==> src/rtl/hdmi_pkg.sv <==
// -----------------------------------------------------------------------------
// hdmi_pkg
// Shared definitions for the TMDS channel encoders:
//   - tmds_mode_e   : 3-bit symbol type selected per pixel clock
//   - CTRL_CODE_xx  : the four control-period symbols, indexed by {c1,c0}
//   - GUARD_CODE_A/B: the two guard-band symbols
//   - TERC4_TABLE   : 16-entry TERC4 table, entry n is the symbol for nibble n
//   - decode_mode   : folds the unused mode encodings 5..7 onto CONTROL
//   - control_code  : {c1,c0} to control symbol
// All symbols are written tmds[9:0]; bit 0 goes out on the wire first.
// -----------------------------------------------------------------------------
package hdmi_pkg;

    typedef enum logic [2:0] {
        MODE_CONTROL     = 3'd0,
        MODE_VIDEO       = 3'd1,
        MODE_DATA_ISLAND = 3'd2,
        MODE_VIDEO_GUARD = 3'd3,
        MODE_DATA_GUARD  = 3'd4
    } tmds_mode_e;

    localparam logic [9:0] CTRL_CODE_00 = 10'b1101010100;
    localparam logic [9:0] CTRL_CODE_01 = 10'b0010101011;
    localparam logic [9:0] CTRL_CODE_10 = 10'b0101010100;
    localparam logic [9:0] CTRL_CODE_11 = 10'b1010101011;

    // GUARD_CODE_A: video guard on channels 0 and 2.
    // GUARD_CODE_B: video guard on channel 1, data guard on channels 1 and 2.
    localparam logic [9:0] GUARD_CODE_A = 10'b1011001100;
    localparam logic [9:0] GUARD_CODE_B = 10'b0100110011;

    // Packed so that TERC4_TABLE[n] is the code for nibble n (entry 15 first).
    localparam logic [15:0][9:0] TERC4_TABLE = {
        10'b1011000011,  // 1111
        10'b0101100011,  // 1110
        10'b1001110001,  // 1101
        10'b1010001110,  // 1100
        10'b1011000110,  // 1011
        10'b0110011100,  // 1010
        10'b0100111001,  // 1001
        10'b1011001100,  // 1000
        10'b0100111100,  // 0111
        10'b0110001110,  // 0110
        10'b0100011110,  // 0101
        10'b0101110001,  // 0100
        10'b1011100010,  // 0011
        10'b1011100100,  // 0010
        10'b1001100011,  // 0001
        10'b1010011100   // 0000
    };

    function automatic tmds_mode_e decode_mode(input logic [2:0] raw);
        tmds_mode_e m;
        case (raw)
            3'd1:    m = MODE_VIDEO;
            3'd2:    m = MODE_DATA_ISLAND;
            3'd3:    m = MODE_VIDEO_GUARD;
            3'd4:    m = MODE_DATA_GUARD;
            default: m = MODE_CONTROL;
        endcase
        return m;
    endfunction

    function automatic logic [9:0] control_code(input logic [1:0] c);
        logic [9:0] sym;
        case (c)
            2'b00:   sym = CTRL_CODE_00;
            2'b01:   sym = CTRL_CODE_01;
            2'b10:   sym = CTRL_CODE_10;
            default: sym = CTRL_CODE_11;
        endcase
        return sym;
    endfunction

endpackage

==> src/rtl/tmds_encoder_3ch.sv <==
// -----------------------------------------------------------------------------
// tmds_encoder_3ch
// Three channel encoders (CN = 0, 1, 2) sharing one symbol type, feeding the
// three symbol inputs of the 10:1 serializer.
// Ports:
//   clk_pixel     in        1  pixel clock
//   reset         in        1  synchronous, active-high
//   mode          in        3  symbol type, common to all channels
//   video_data    in   [3][8]  pixel components, index = channel
//   control_data  in   [3][2]  {c1,c0} per channel
//   aux_data      in   [3][4]  TERC4 nibbles per channel
//   tmds          out [3][10]  registered symbols per channel
// -----------------------------------------------------------------------------
module tmds_encoder_3ch (
    input  logic            clk_pixel,
    input  logic            reset,
    input  logic [2:0]      mode,
    input  logic [2:0][7:0] video_data,
    input  logic [2:0][1:0] control_data,
    input  logic [2:0][3:0] aux_data,
    output logic [2:0][9:0] tmds
);

    for (genvar ch = 0; ch < 3; ch++) begin : g_ch
        tmds_channel_encoder #(
            .CN (ch)
        ) u_enc (
            .clk_pixel    (clk_pixel),
            .reset        (reset),
            .mode         (mode),
            .video_data   (video_data[ch]),
            .control_data (control_data[ch]),
            .aux_data     (aux_data[ch]),
            .tmds         (tmds[ch])
        );
    end

endmodule

==> src/rtl/tmds_terc4.sv <==
// -----------------------------------------------------------------------------
// tmds_terc4
// Combinational TERC4 lookup used during data islands and data guard bands.
// Ports:
//   nibble  in   4  TERC4 input nibble
//   symbol  out 10  encoded symbol, bit 0 transmitted first
// -----------------------------------------------------------------------------
module tmds_terc4
    import hdmi_pkg::*;
(
    input  logic [3:0] nibble,
    output logic [9:0] symbol
);

    assign symbol = TERC4_TABLE[nibble];

endmodule

==> src/rtl/tmds_channel_encoder.sv <==
// -----------------------------------------------------------------------------
// tmds_channel_encoder
// One TMDS/TERC4 channel encoder, two register stages deep.
// Stage 1 registers the symbol type and side data together with the
// transition-minimised word q_m; stage 2 applies DC balancing (video) or
// selects a fixed/TERC4 symbol and registers the result onto tmds.
// Parameter:
//   CN            channel number 0..2, selects the guard-band code set
// Ports:
//   clk_pixel     in   1  pixel clock
//   reset         in   1  synchronous, active-high
//   mode          in   3  symbol type (see hdmi_pkg::tmds_mode_e, 5..7 = CONTROL)
//   video_data    in   8  pixel component for VIDEO
//   control_data  in   2  {c1,c0} for CONTROL
//   aux_data      in   4  TERC4 nibble for DATA_ISLAND / DATA_GUARD on CN0
//   tmds          out 10  registered symbol, bit 0 transmitted first
// -----------------------------------------------------------------------------
module tmds_channel_encoder
    import hdmi_pkg::*;
#(
    parameter int CN = 0
)
(
    input  logic       clk_pixel,
    input  logic       reset,
    input  logic [2:0] mode,
    input  logic [7:0] video_data,
    input  logic [1:0] control_data,
    input  logic [3:0] aux_data,
    output logic [9:0] tmds
);

    function automatic logic [3:0] ones8(input logic [7:0] d);
        logic [3:0] n;
        n = '0;
        for (int i = 0; i < 8; i++) begin
            n = n + {3'b000, d[i]};
        end
        return n;
    endfunction

    // Transition minimisation: XNOR chaining when the byte is ones-heavy
    // (ties broken by d[0]), q_m[8] records which chain was used.
    function automatic logic [8:0] encode_qm(input logic [7:0] d);
        logic [3:0] n1;
        logic       use_xnor;
        logic [8:0] q;
        n1       = ones8(d);
        use_xnor = (n1 > 4'd4) || ((n1 == 4'd4) && !d[0]);
        q        = '0;
        q[0]     = d[0];
        for (int i = 1; i < 8; i++) begin
            q[i] = use_xnor ? ~(q[i-1] ^ d[i]) : (q[i-1] ^ d[i]);
        end
        q[8] = ~use_xnor;
        return q;
    endfunction

    // ---- stage 1: register symbol type, side data and q_m ----
    tmds_mode_e mode_p1;
    logic [1:0] ctrl_p1;
    logic [3:0] aux_p1;
    logic [8:0] qm_p1;

    always_ff @(posedge clk_pixel) begin
        if (reset) begin
            mode_p1 <= MODE_CONTROL;
            ctrl_p1 <= 2'b00;
            aux_p1  <= 4'h0;
            qm_p1   <= 9'h000;
        end else begin
            mode_p1 <= decode_mode(mode);
            ctrl_p1 <= control_data;
            aux_p1  <= aux_data;
            qm_p1   <= encode_qm(video_data);
        end
    end

    // ---- stage 2: DC balance / symbol select, register tmds and cnt ----
    logic signed [4:0] cnt_p2;
    logic        [9:0] terc4_sym;
    logic        [3:0] qm_ones;
    logic signed [5:0] bal;       // N1 - N0 of q_m[7:0], range -8..+8
    logic signed [5:0] cnt_ext;
    logic signed [5:0] cnt_sum;
    logic        [9:0] video_sym;
    logic        [9:0] sym_nxt;
    logic signed [4:0] cnt_nxt;
    logic              qm8;
    logic        [7:0] qm;

    tmds_terc4 u_terc4 (
        .nibble (aux_p1),
        .symbol (terc4_sym)
    );

    assign qm      = qm_p1[7:0];
    assign qm8     = qm_p1[8];
    assign qm_ones = ones8(qm);
    assign bal     = $signed({1'b0, qm_ones, 1'b0}) - 6'sd8;
    assign cnt_ext = {cnt_p2[4], cnt_p2};

    // Six-bit intermediate keeps the sum exact; the running disparity itself
    // is bounded to -10..+10 and fits the five-bit register.
    always_comb begin
        video_sym = '0;
        cnt_sum   = cnt_ext;
        if ((cnt_p2 == 5'sd0) || (bal == 6'sd0)) begin
            video_sym = {~qm8, qm8, (qm8 ? qm : ~qm)};
            cnt_sum   = qm8 ? (cnt_ext + bal) : (cnt_ext - bal);
        end else if (((cnt_p2 > 5'sd0) && (bal > 6'sd0)) ||
                     ((cnt_p2 < 5'sd0) && (bal < 6'sd0))) begin
            video_sym = {1'b1, qm8, ~qm};
            cnt_sum   = cnt_ext + (qm8 ? 6'sd2 : 6'sd0) - bal;
        end else begin
            video_sym = {1'b0, qm8, qm};
            cnt_sum   = cnt_ext - (qm8 ? 6'sd0 : 6'sd2) + bal;
        end
    end

    // Every non-video symbol clears the disparity so the next video period
    // starts balanced.
    always_comb begin
        sym_nxt = control_code(ctrl_p1);
        cnt_nxt = 5'sd0;
        case (mode_p1)
            MODE_VIDEO: begin
                sym_nxt = video_sym;
                cnt_nxt = cnt_sum[4:0];
            end
            MODE_DATA_ISLAND: sym_nxt = terc4_sym;
            MODE_VIDEO_GUARD: sym_nxt = (CN == 1) ? GUARD_CODE_B : GUARD_CODE_A;
            MODE_DATA_GUARD:  sym_nxt = (CN == 0) ? terc4_sym : GUARD_CODE_B;
            default:          sym_nxt = control_code(ctrl_p1);
        endcase
    end

    always_ff @(posedge clk_pixel) begin
        if (reset) begin
            tmds   <= CTRL_CODE_00;
            cnt_p2 <= 5'sd0;
        end else begin
            tmds   <= sym_nxt;
            cnt_p2 <= cnt_nxt;
        end
    end

endmodule

==> config.mk <==
export PLATFORM = sky130hd
export DESIGN_NAME = tmds_encoder_3ch
export DESIGN_NICKNAME = d
export VERILOG_FILES = /design/src/rtl/hdmi_pkg.sv /design/src/rtl/tmds_encoder_3ch.sv /design/src/rtl/tmds_terc4.sv /design/src/rtl/tmds_channel_encoder.sv
export SDC_FILE = /design/constraint.sdc
export NUM_CORES = 1
export LEC_CHECK = 0
export ABC_AREA = 1
export BUFFER_PORTS_ARGS = -buffer_cell sky130_fd_sc_hd__buf_2
export CAP_MARGIN = 20
export CORE_MARGIN = 2
export CORE_UTILIZATION = 50
export CTS_CLUSTER_SIZE = 12
export DETAILED_ROUTE_END_ITERATION = 7
export PLACE_DENSITY_LB_ADDON = 0.3
export SYNTH_ARGS = -nofsm -noshare
export SYNTH_HDL_FRONTEND = slang
export SYNTH_SLANG_ARGS = --single-unit
==> constraint.sdc <==
create_clock -name clk_pixel -period 6.2 [get_ports clk_pixel]
set_input_delay 0.62 -clock clk_pixel [delete_from_list [all_inputs] [get_ports clk_pixel]]
set_output_delay 0.62 -clock clk_pixel [all_outputs]
set_load 0.05 [all_outputs]
==> out/qor.yml <==
vias: 6885
crit_slowest_cell: "fa_1"
syn_area_mm2: 0.00820
ff2ff_setup_slack_ns: 1.80
yosysTopAreaCellShare_pct: 26.4
holdPathStages: 2
rr_worst_depth: 18
synth_top_family_by_area: "adder cells"
multi_input_area_mm2: 0.00510
drv_cap: 0
clockBufferDepth: 2
synth_compound_area_share_pct: 12.1
htreeDepth: 3
grt_first_pass_wirelength_mm: 29.3
hpwl_mm: 13.9
hold_buffers: 0
syn_inst: 1101
synth_common_cells: "nand2_1 (211), inv_1 (208), dfxtp_1 (108), ha_1 (96), nand3_1 (87)"
portBuffers: 76
r2r_start: "g_ch[0].u_enc.qm_p1[0]"
vias_per_cell: 4.94
wl_mm: 17.3
hold_path_class: "in -> reg"
synth_nets: 1283
grt_use_total_pct: 20.3
critPathKind: "reg -> reg"
tritoncts: "yes"
n_antenna_cell: 0
ant_nets: 0
die_area_mm2: 0.0174
die_y_um: 132
final_area_mm2: 0.00905
setup_viol: 0
synthMuxAreaShare_pct: 0.122
synth-simple-area-share_pct: 23.0
path_cells: "ha_1 -> inv_1 -> fa_1 -> fa_1 -> fa_1 -> fa_1 -> ha_1 -> nor2_1 -> xnor2_1 -> inv_1 -> ha_1 -> a21oi_1 -> nand2_1 -> nand2_1 -> nand2_1 -> a21oi_1 -> o21ai_0 -> a21oi_1"
layout-drive-gt1-share_pct: 11.3
post-route-period-util_pct: 71.0
async_flop_share_pct: 0
post-cts-setup-buffer-count: 0
cts-resized-gates: 0
ir_worst_vdd_mv: 0.193
synth_most_common_cell: "nand2_1"
dr.first_iter.drc_count: 384
preCtsSetupSlack_ns: 1.83
crit_arrival_ns: 4.70
start_util_pct: 51.4
num_io_pins: 77
cts_root_buf: "clkbuf_16"
ys_warn_count: 0
rsz0062_at_grt: "no"
grt_pass1_vias: 6400
fp.dieW_um: 132
fin_skew_ns: 0.00924
dr.pass1.iters: 7
r2r_end: "g_ch[0].u_enc.cnt_p2[4]"
finalHoldViolCount: 0
nFillCells: 1495
nNetsFinal: 1355
min_to: "g_ch[1].u_enc.mode_p1[2]"
core_region_area_mm2: 0.0159
routedWlPerCell_um: 12.4
synthXorXnorAreaFrac_pct: 2.88
status: "completed"
report.final.slew_viol_count: 0
clock_latency_ns: 0.35
power_density_mw_per_mm2: 412
yosys.area.top_type: "dfxtp_1"
period_needed_ns: 4.40
area_growth_pct: 10.5
synth_ff_type: "dfxtp_1"
cp_max_fo: 5
maxSlewHeadroom_pct: 47.3
clock-sinks: 108
grt_overflow: 0
cp_data_required_time_ns: 6.49
synth_area_leaders: "dfxtp_1 (26%), ha_1 (15%), nand2_1 (9.7%)"
cts_made_buffers: 9
syn_area_per_cell_um2: 7.45
cpMostUsedCell: "fa_1"
clk_pin_slew_ns: 0.08
grt_max_degree: 37
min_from: "mode[0]"
rows: 46
leakage_uw: 0.00490
placed_cell_area_mm2: 0.00875
seq_area_frac_synth_pct: 26.4
synth_edf_count: 0
worstSetupEndpointType: "flip-flop"
fmax_mhz: 227
worstMarginPinSlew_ns: 0.791
drt_drc_violations_left: 0
synth_cell_type_count: 46
fin_tns_setup_ns: 0
setup_slack_ns: 1.80
gp_congestion: 0.901
crit_path_start_kind: "flip-flop"
seq_area_mm2: 0.00216
antenna_found_initial: 0
synth-seq-cells: 108
cpPeakStageDelay_ns: 0.54
synth_fa_ha_area_share_pct: 24.2
==> cell families (layout without fill, tap and decap cells) <==
logic type	count (synthesis)	count (layout)
flip-flops	108	108
XOR/XNOR	27	27
AO/OA/AOI/OAI	177	177
multiplexers	1	1
adder cells (fa/ha/maj)	135	135
AND/OR/NAND/NOR	419	419
buffers and inverters	234	311
==> sequential cells by signal, summed over array words and instances (netlist names) <==
register	count
g_ch.u_enc.cnt_p2	12
g_ch.u_enc.tmds	30
g_ch.u_enc.terc4_sym	30
g_ch.u_enc.mode_p1	3
g_ch.u_enc.qm_p1	27
g_ch.u_enc.ctrl_p1	6
==> power breakdown <==
part           internal (µW)  switching, µW  total (µW)
sequential               780           49.0         828
clock                    320            277         597
combinational            880           1420        2300
total                   1980           1750        3730
==> through the flow <==
stage | util [%] | hold WS, ns | total power (µW) | std cells
floorplan | - | 0.419 | 2670 | 1101
global placement | 54.9 | 0.441 | 3060 | 1378
detailed placement | 54.9 | 0.437 | 3140 | 1378
CTS | 56.8 | 0.424 | 3750 | 1394
global route | 56.8 | 0.428 | 4140 | 1394
finish | 56.8 | 0.439 | 3730 | 1394
==> per-layer routing <==
layer	vias to the layer above	track usage (%)	share of wire [%]
met5	-	0	0
met2	154	34.9	47
met3	19	3.04	3.7
met4	0	4.71	1.4
met1	3084	26.9	48
li1	3628	-	-
==> cell type report <==
cell class | count | area share (%)
well taps | 216 | 2.98
repair buffers | 77 | 4.28
clock inverters | 7 | 0.898
clock buffers | 9 | 2.49
inverters | 218 | 9.09
flip-flops and latches | 108 | 23.9
multi-input cells | 759 | 56.4
==> worst max-delay path by stage <==
stage | start | to | slack [ns] | cells past startpoint
floorplan | g_ch[0].u_enc.qm_p1[0] | g_ch[0].u_enc.cnt_p2[4] | 2.04 | 19
global placement | g_ch[0].u_enc.qm_p1[0] | g_ch[0].u_enc.cnt_p2[4] | 1.89 | 19
detailed placement | g_ch[0].u_enc.qm_p1[0] | g_ch[0].u_enc.cnt_p2[4] | 1.83 | 19
CTS | g_ch[0].u_enc.qm_p1[0] | g_ch[0].u_enc.cnt_p2[4] | 1.80 | 19
global route | g_ch[0].u_enc.qm_p1[0] | g_ch[0].u_enc.cnt_p2[4] | 1.48 | 19
finish | g_ch[0].u_enc.qm_p1[0] | g_ch[0].u_enc.cnt_p2[4] | 1.80 | 18
==> placed cells by master, fill, tap and decap left out, types with 2 or more instances in the layout <==
master	count
a21oi_1	65
nand3_4	3
o21ai_1	6
inv_8	2
inv_4	2
clkinvlp_4	2
ha_1	96
a21o_1	4
or2_2	2
o21ai_2	2
nand3b_1	10
a22oi_1	2
nand3_1	87
nand2_4	2
clkbuf_16	9
nand2_1	211
inv_2	8
nor2_1	76
nor3_1	5
nor2_2	3
o21ai_0	72
o2111ai_1	2
dfxtp_1	108
o31ai_1	2
o21ai_4	3
inv_1	208
a31oi_1	12
fa_1	39
nand4_1	3
xor2_1	16
nand2_2	8
o21a_1	2
a221oi_1	2
nand4_2	2
xnor2_1	11
nor2_4	3
buf_2	76
==> critical path: cells and delay by family (launching register included) <==
family	cells	cell delay, ns
and+or+nand+nor	4	0.32
adders and majority gates	7	2.89
DFF	1	0.33
buffers and inverters	2	0.10
AOI/OAI and AO/OA	4	0.58
xor gates and xnor gates	1	0.12
(Power assumes the default switching activity.)
